**config.mk**
```make
export PLATFORM = sky130hd
export DESIGN_NAME = lsu_rv32i
export DESIGN_NICKNAME = d
export VERILOG_FILES = /design/src/rtl/lsu_pkg.sv /design/src/rtl/lsu_rv32i_load_align.sv /design/src/rtl/lsu_rv32i.sv
export SDC_FILE = /design/constraint.sdc
export NUM_CORES = 1
export LEC_CHECK = 0
export BUFFER_PORTS_ARGS = -buffer_cell sky130_fd_sc_hd__buf_4
export CAP_MARGIN = 20
export CORE_ASPECT_RATIO = 0.6
export CORE_UTILIZATION = 42
export DETAILED_ROUTE_END_ITERATION = 12
export PLACE_DENSITY = 0.85
export SKIP_CTS_REPAIR_TIMING = 1
export SYNTH_ARGS = -nofsm -noshare
export SYNTH_HDL_FRONTEND = slang
export SYNTH_SLANG_ARGS = --single-unit
```
**constraint.sdc**
```tcl
create_clock -name clock -period 1.67 [get_ports clock]
set_input_delay 0.334 -clock clock [delete_from_list [all_inputs] [get_ports clock]]
set_output_delay 0.334 -clock clock [all_outputs]
set_load 0.005 [all_outputs]
```
**src/rtl/lsu_pkg.sv**
```systemverilog
// Shared constants and types for the RV32I load/store unit.
package lsu_pkg;

  localparam logic [2:0] F3_B  = 3'b000;
  localparam logic [2:0] F3_H  = 3'b001;
  localparam logic [2:0] F3_W  = 3'b010;
  localparam logic [2:0] F3_BU = 3'b100;
  localparam logic [2:0] F3_HU = 3'b101;

  localparam logic [1:0] ST_SW = 2'b00;
  localparam logic [1:0] ST_SH = 2'b01;
  localparam logic [1:0] ST_SB = 2'b10;

  typedef enum logic [1:0] {
    IDLE   = 2'b00,
    ACCESS = 2'b01,
    RESP   = 2'b10
  } state_t;

  // Illegal widths land on ST_SW; they always fault, so memory never sees them.
  function automatic logic [1:0] f3_to_storetype(input logic [2:0] f3);
    case (f3[1:0])
      2'b00:   return ST_SB;
      2'b01:   return ST_SH;
      default: return ST_SW;
    endcase
  endfunction

endpackage

```
**src/rtl/lsu_rv32i_load_align.sv**
```systemverilog
// Picks the addressed byte/halfword/word out of a memory word and extends it.
module load_align
  import lsu_pkg::*;
(
  input  logic [31:0] i_dmem_out,
  input  logic [2:0]  i_funct3,
  input  logic [1:0]  i_addr_lo,
  output logic [31:0] o_rdata
);

  logic [7:0]  w_byte;
  logic [15:0] w_half;

  always_comb begin
    w_byte = i_dmem_out[7:0];
    case (i_addr_lo)
      2'b00: w_byte = i_dmem_out[7:0];
      2'b01: w_byte = i_dmem_out[15:8];
      2'b10: w_byte = i_dmem_out[23:16];
      2'b11: w_byte = i_dmem_out[31:24];
      default: w_byte = i_dmem_out[7:0];
    endcase
    w_half = i_addr_lo[1] ? i_dmem_out[31:16] : i_dmem_out[15:0];
  end

  always_comb begin
    o_rdata = '0;
    case (i_funct3)
      F3_B:    o_rdata = {{24{w_byte[7]}}, w_byte};
      F3_BU:   o_rdata = {24'h0, w_byte};
      F3_H:    o_rdata = {{16{w_half[15]}}, w_half};
      F3_HU:   o_rdata = {16'h0, w_half};
      F3_W:    o_rdata = i_dmem_out;
      default: o_rdata = '0;
    endcase
  end

endmodule

```
**src/rtl/lsu_rv32i.sv**
```systemverilog
// RV32I load/store unit: request check, one-cycle memory access, held response.
module lsu_rv32i
  import lsu_pkg::*;
#(
  parameter int unsigned DMEM_BYTES = 1024
) (
  input  logic        clock,
  input  logic        reset_n,
  input  logic        req_valid,
  output logic        req_ready,
  input  logic        req_store,
  input  logic [2:0]  req_funct3,
  input  logic [31:0] req_addr,
  input  logic [31:0] req_wdata,
  output logic        rsp_valid,
  input  logic        rsp_ready,
  output logic [31:0] rsp_rdata,
  output logic        rsp_fault,
  output logic        cu_store,
  output logic [1:0]  cu_storetype,
  output logic [31:0] dmem_addr,
  output logic [31:0] rs2,
  input  logic [31:0] dmem_out
);

  state_t      r_state;
  state_t      w_next;
  logic        r_store;
  logic        r_fault;
  logic        r_rsp_fault;
  logic [2:0]  r_funct3;
  logic [1:0]  r_storetype;
  logic [31:0] r_addr;
  logic [31:0] r_wdata;
  logic [31:0] r_rdata;
  logic        w_accept;
  logic        w_f3_ok;
  logic        w_misalign;
  logic        w_range;
  logic        w_fault;
  logic [31:0] w_load;

  always_comb begin
    w_f3_ok = 1'b0;
    case (req_funct3)
      F3_B, F3_H, F3_W: w_f3_ok = 1'b1;
      F3_BU, F3_HU:     w_f3_ok = !req_store;
      default:          w_f3_ok = 1'b0;
    endcase
    w_misalign = ((req_funct3[1:0] == 2'b01) && req_addr[0]) ||
                 ((req_funct3[1:0] == 2'b10) && (req_addr[1:0] != 2'b00));
    w_range    = req_addr >= 32'(DMEM_BYTES);
    w_fault    = !w_f3_ok || w_misalign || w_range;
  end

  always_ff @(posedge clock or negedge reset_n) begin
    if (!reset_n) r_state <= IDLE;
    else          r_state <= w_next;
  end

  // req_ready is gated by reset_n so it reads 0 while reset is held.
  always_comb begin
    w_next    = r_state;
    req_ready = 1'b0;
    rsp_valid = 1'b0;
    cu_store  = 1'b0;
    w_accept  = 1'b0;
    case (r_state)
      IDLE: begin
        req_ready = reset_n;
        w_accept  = req_valid && reset_n;
        if (w_accept) w_next = ACCESS;
      end
      ACCESS: begin
        cu_store = r_store && !r_fault;
        w_next   = RESP;
      end
      RESP: begin
        rsp_valid = 1'b1;
        if (rsp_ready) w_next = IDLE;
      end
      default: w_next = IDLE;
    endcase
  end

  always_ff @(posedge clock or negedge reset_n) begin
    if (!reset_n) begin
      r_store     <= 1'b0;
      r_fault     <= 1'b0;
      r_funct3    <= '0;
      r_storetype <= ST_SW;
      r_addr      <= '0;
      r_wdata     <= '0;
      r_rdata     <= '0;
      r_rsp_fault <= 1'b0;
    end else begin
      if (w_accept) begin
        r_store     <= req_store;
        r_fault     <= w_fault;
        r_funct3    <= req_funct3;
        r_storetype <= f3_to_storetype(req_funct3);
        r_addr      <= req_addr;
        r_wdata     <= req_wdata;
      end
      if (r_state == ACCESS) begin
        r_rdata     <= (!r_store && !r_fault) ? w_load : '0;
        r_rsp_fault <= r_fault;
      end
    end
  end

  load_align u_align (
    .i_dmem_out (dmem_out),
    .i_funct3   (r_funct3),
    .i_addr_lo  (r_addr[1:0]),
    .o_rdata    (w_load)
  );

  assign rsp_rdata    = r_rdata;
  assign rsp_fault    = r_rsp_fault;
  assign dmem_addr    = r_addr;
  assign rs2          = r_wdata;
  assign cu_storetype = r_storetype;

endmodule

```
==> summary.md <==
| Metric | Value |
|---|---|
| Status | complete, but fails checks |
| Slew headroom | 50.16% |
| Failing checks | negative setup slack |
| Max Buffers Root-to-Sink | 2 |
| Starting Density | 44.24% |
| Net count after synthesis | 407 |
| Asr flop ratio synth | 100.0% |
| Slew at the pin closest to its max-slew limit | 747.6 ps |
| Yosys warnings | 0 |
| Post-Syn Instances | 303 |
| Sequential share of the synthesized area | 59.22% |
| Max-slew violation count | 0 |
| Vert. Die Dim | 82.00 um |
| Post-Syn Area | 4479 um2 |
| Net count, final | 643 |
| Final ANT Viol Nets | 0 |
| Sinks on the clock net | 106 |
| Ports | 206 |
| Clock latency reported for the late side of the worst-skew pair | 340 ps |
| DRT Pass-1 Iters | 4 |
| Clock Pin Slew Worst Setup and Hold Paths | 70 ps |
| Largest area contributor in the netlist | dfrtp_1 |
| Worst path arrival time | 2000 ps |
| Synth top cells by count | 106 x dfrtp_1, 72 x mux2_2, 16 x a221o_1 |
| Met2 WL | 6529 um |
| Root Driver | clkbuf_16 |
| DRC viols | 0 |
| Post-Route WL | 13590 um |
| Tmin final | 1782 ps |
| Num rows | 28 |
| Die area | 11100 um2 |
| Max cap viols | 0 |
| Area after DPL | 6319 um2 |
| TritonCTS Buffers | 9 |
| Synth cell types | 37 |
| CP Class | reg2reg |
| Leakage | 0.003449 uW |
| Layout Utilization | 69.40% |
| WL met3 | 1239 um |
| Port buffer count | 205 |
| CP required | 1880 ps |
| Routed len/inst | 20.04 um |
| Pin count of the biggest net entering global routing | 60 |
| Max IR drop VDD | 0.7659 mV |
| Clock skew | 13.68 ps |
| Placement Setup Slack | -507.5 ps |
| Hold crit path type | in2async |
| Power Density | 1152 nW/um2 |
| Vias | 3694 |
| # fillers | 718 |
| Initial detailed-routing violation count | 249 |
| Area Growth Syn to Fin | 56.87% |
| Final Worst Setup Slack | -111.7 ps |
| Kind of start point of the critical path | flip-flop |
| H-tree depth | 3 |
| CTS tree | built |
| Gp weighted congestion | 0.8393 |
| Predominant post-synthesis flop cell | dfrtp_1 |
| Hold Fails Final Rpt | 0 |
| Max Clock Freq | 561.3 MHz |
| Syn_area_per_cell | 14.78 um2 |
| Total Routing Usage GR | 22.79% |
| Highest Signal Layer | met4 |
| Most frequent cell after synthesis | dfrtp_1 |
| Unrepaired setup endpoints after global routing | true |
| Top cell type's share of synthesized area | 59.22% |
| Detail Placement HPWL | 9297 um |
| Fin crit share | 106.7% |
| Grt total ovfl | 0 |
| Worst setup EP type | flip-flop |
| Setup TNS | -4177 ps |
| Synth area leaders | dfrtp_1 59%, mux2_2 18%, a221o_1 3.6% |
| Vias/cell | 5.448 |
| Layout cells sized above 1 | 67.77% |
| Overall power | 8092 uW |
| Initial antenna violation count | 0 |
| Global-route wire length before repair | 19000 um |
| Post-synthesis register bit count | 106 |
| Metal-1 WL | 5763 um |
| Number of antenna diodes | 0 |
| Maximum net fanout on the critical path | 7 |
| EDFF count, synth | 0 |
| Design area | 7027 um2 |
| Die width | 135.3 um |
| Vias in the first global route | 3536 |
| CORE AREA | 10120 um2 |
| Number of setup violations in the final report | 90 |
## path summary, 6_finish.rpt
kind	startpoint	endpoint	slack [ps]	cells past startpoint
setup reg to reg	r_funct3[1]	rsp_rdata[11]	-110	6
max in group asynchronous	reset_n	dmem_addr[17]	890	3
hold reg to reg	dmem_addr[6]	dmem_addr[6]	510	1
hold / removal	reset_n	dmem_addr[0]	220	3
setup / recovery	r_funct3[1]	rsp_rdata[11]	-110	6
min in group clock	req_wdata[8]	rs2[8]	220	2
## layout make-up
type                            count  area [um2]  area share, %
Sequential cell                   106        2654          37.77
Clock buffer                       10       229.0          3.259
Timing Repair Buffer              247        2014          28.67
Multi-Input combinational cell    166        1823          25.94
Tap cell                          135       168.9          2.404
Inverter                            9       33.78         0.4808
Clock inverter                      5       103.9          1.478
## metal layers
layer  global-route usage [%]  vias up
met1                    31.57     1869
met5                        0        -
met3                    7.407        6
li1                         -     1624
met4                    5.506        0
met2                    34.77      195
## placed cells by master (no fill, tap or decap), drive strengths merged, types with 2 or more instances in the layout
| cell | instances |
|---|---|
| o21ai | 4 |
| nor4 | 5 |
| a221o | 16 |
| dfrtp | 106 |
| a22oi | 8 |
| clkbuf | 15 |
| mux2 | 72 |
| bufinv | 3 |
| nor3b | 5 |
| nand3b | 3 |
| mux4 | 7 |
| a21o | 2 |
| clkinv | 2 |
| o211ai | 7 |
| buf | 242 |
| nand2b | 3 |
| nand4 | 2 |
| nand2 | 10 |
| a222oi | 7 |
| inv | 9 |
## report_power, final
group          total, uW  switching, uW  leakage (uW)  internal, uW
combinational       2410            885       0.00197          1520
sequential          3320            286       0.00131          3040
clock               2360            904      0.000163          1460
total               8090           2070       0.00345          6020
## sequential cells by signal (all words and copies together), names as in the netlist
register,cells
r_funct3,3
rs2,32
rsp_fault,1
cu_storetype,2
r_fault,1
rsp_rdata,32
dmem_addr,32
r_store,1
r_state,2
## critical path: stages (launching register included)
cell and delay [ps]:
dfrtp_1 410, buf_6 130, buf_4 140, nor3b_2 170, or2_2 400, a22oi_1 280, o211ai_2 110
## cell families after synthesis
group / count (synthesis) / synth area share (%)
flip-flops: 106 / 59.22
multiplexers: 79 / 21.62
AO/OA/AOI/OAI: 49 / 10.25
AND/OR/NAND/NOR: 38 / 5.447
buffers and inverters: 31 / 3.464
## metrics by stage
stage          hold slack (ps)  instances
3_3_place_gp             469.8        650
4_1_cts                  207.2        665
2_1_floorplan            38.41        303
6_report                 215.5        678
3_5_place_dp             494.8        650
5_1_grt                  207.2        678
No activity file was read; power rests on OpenSTA's default activity.
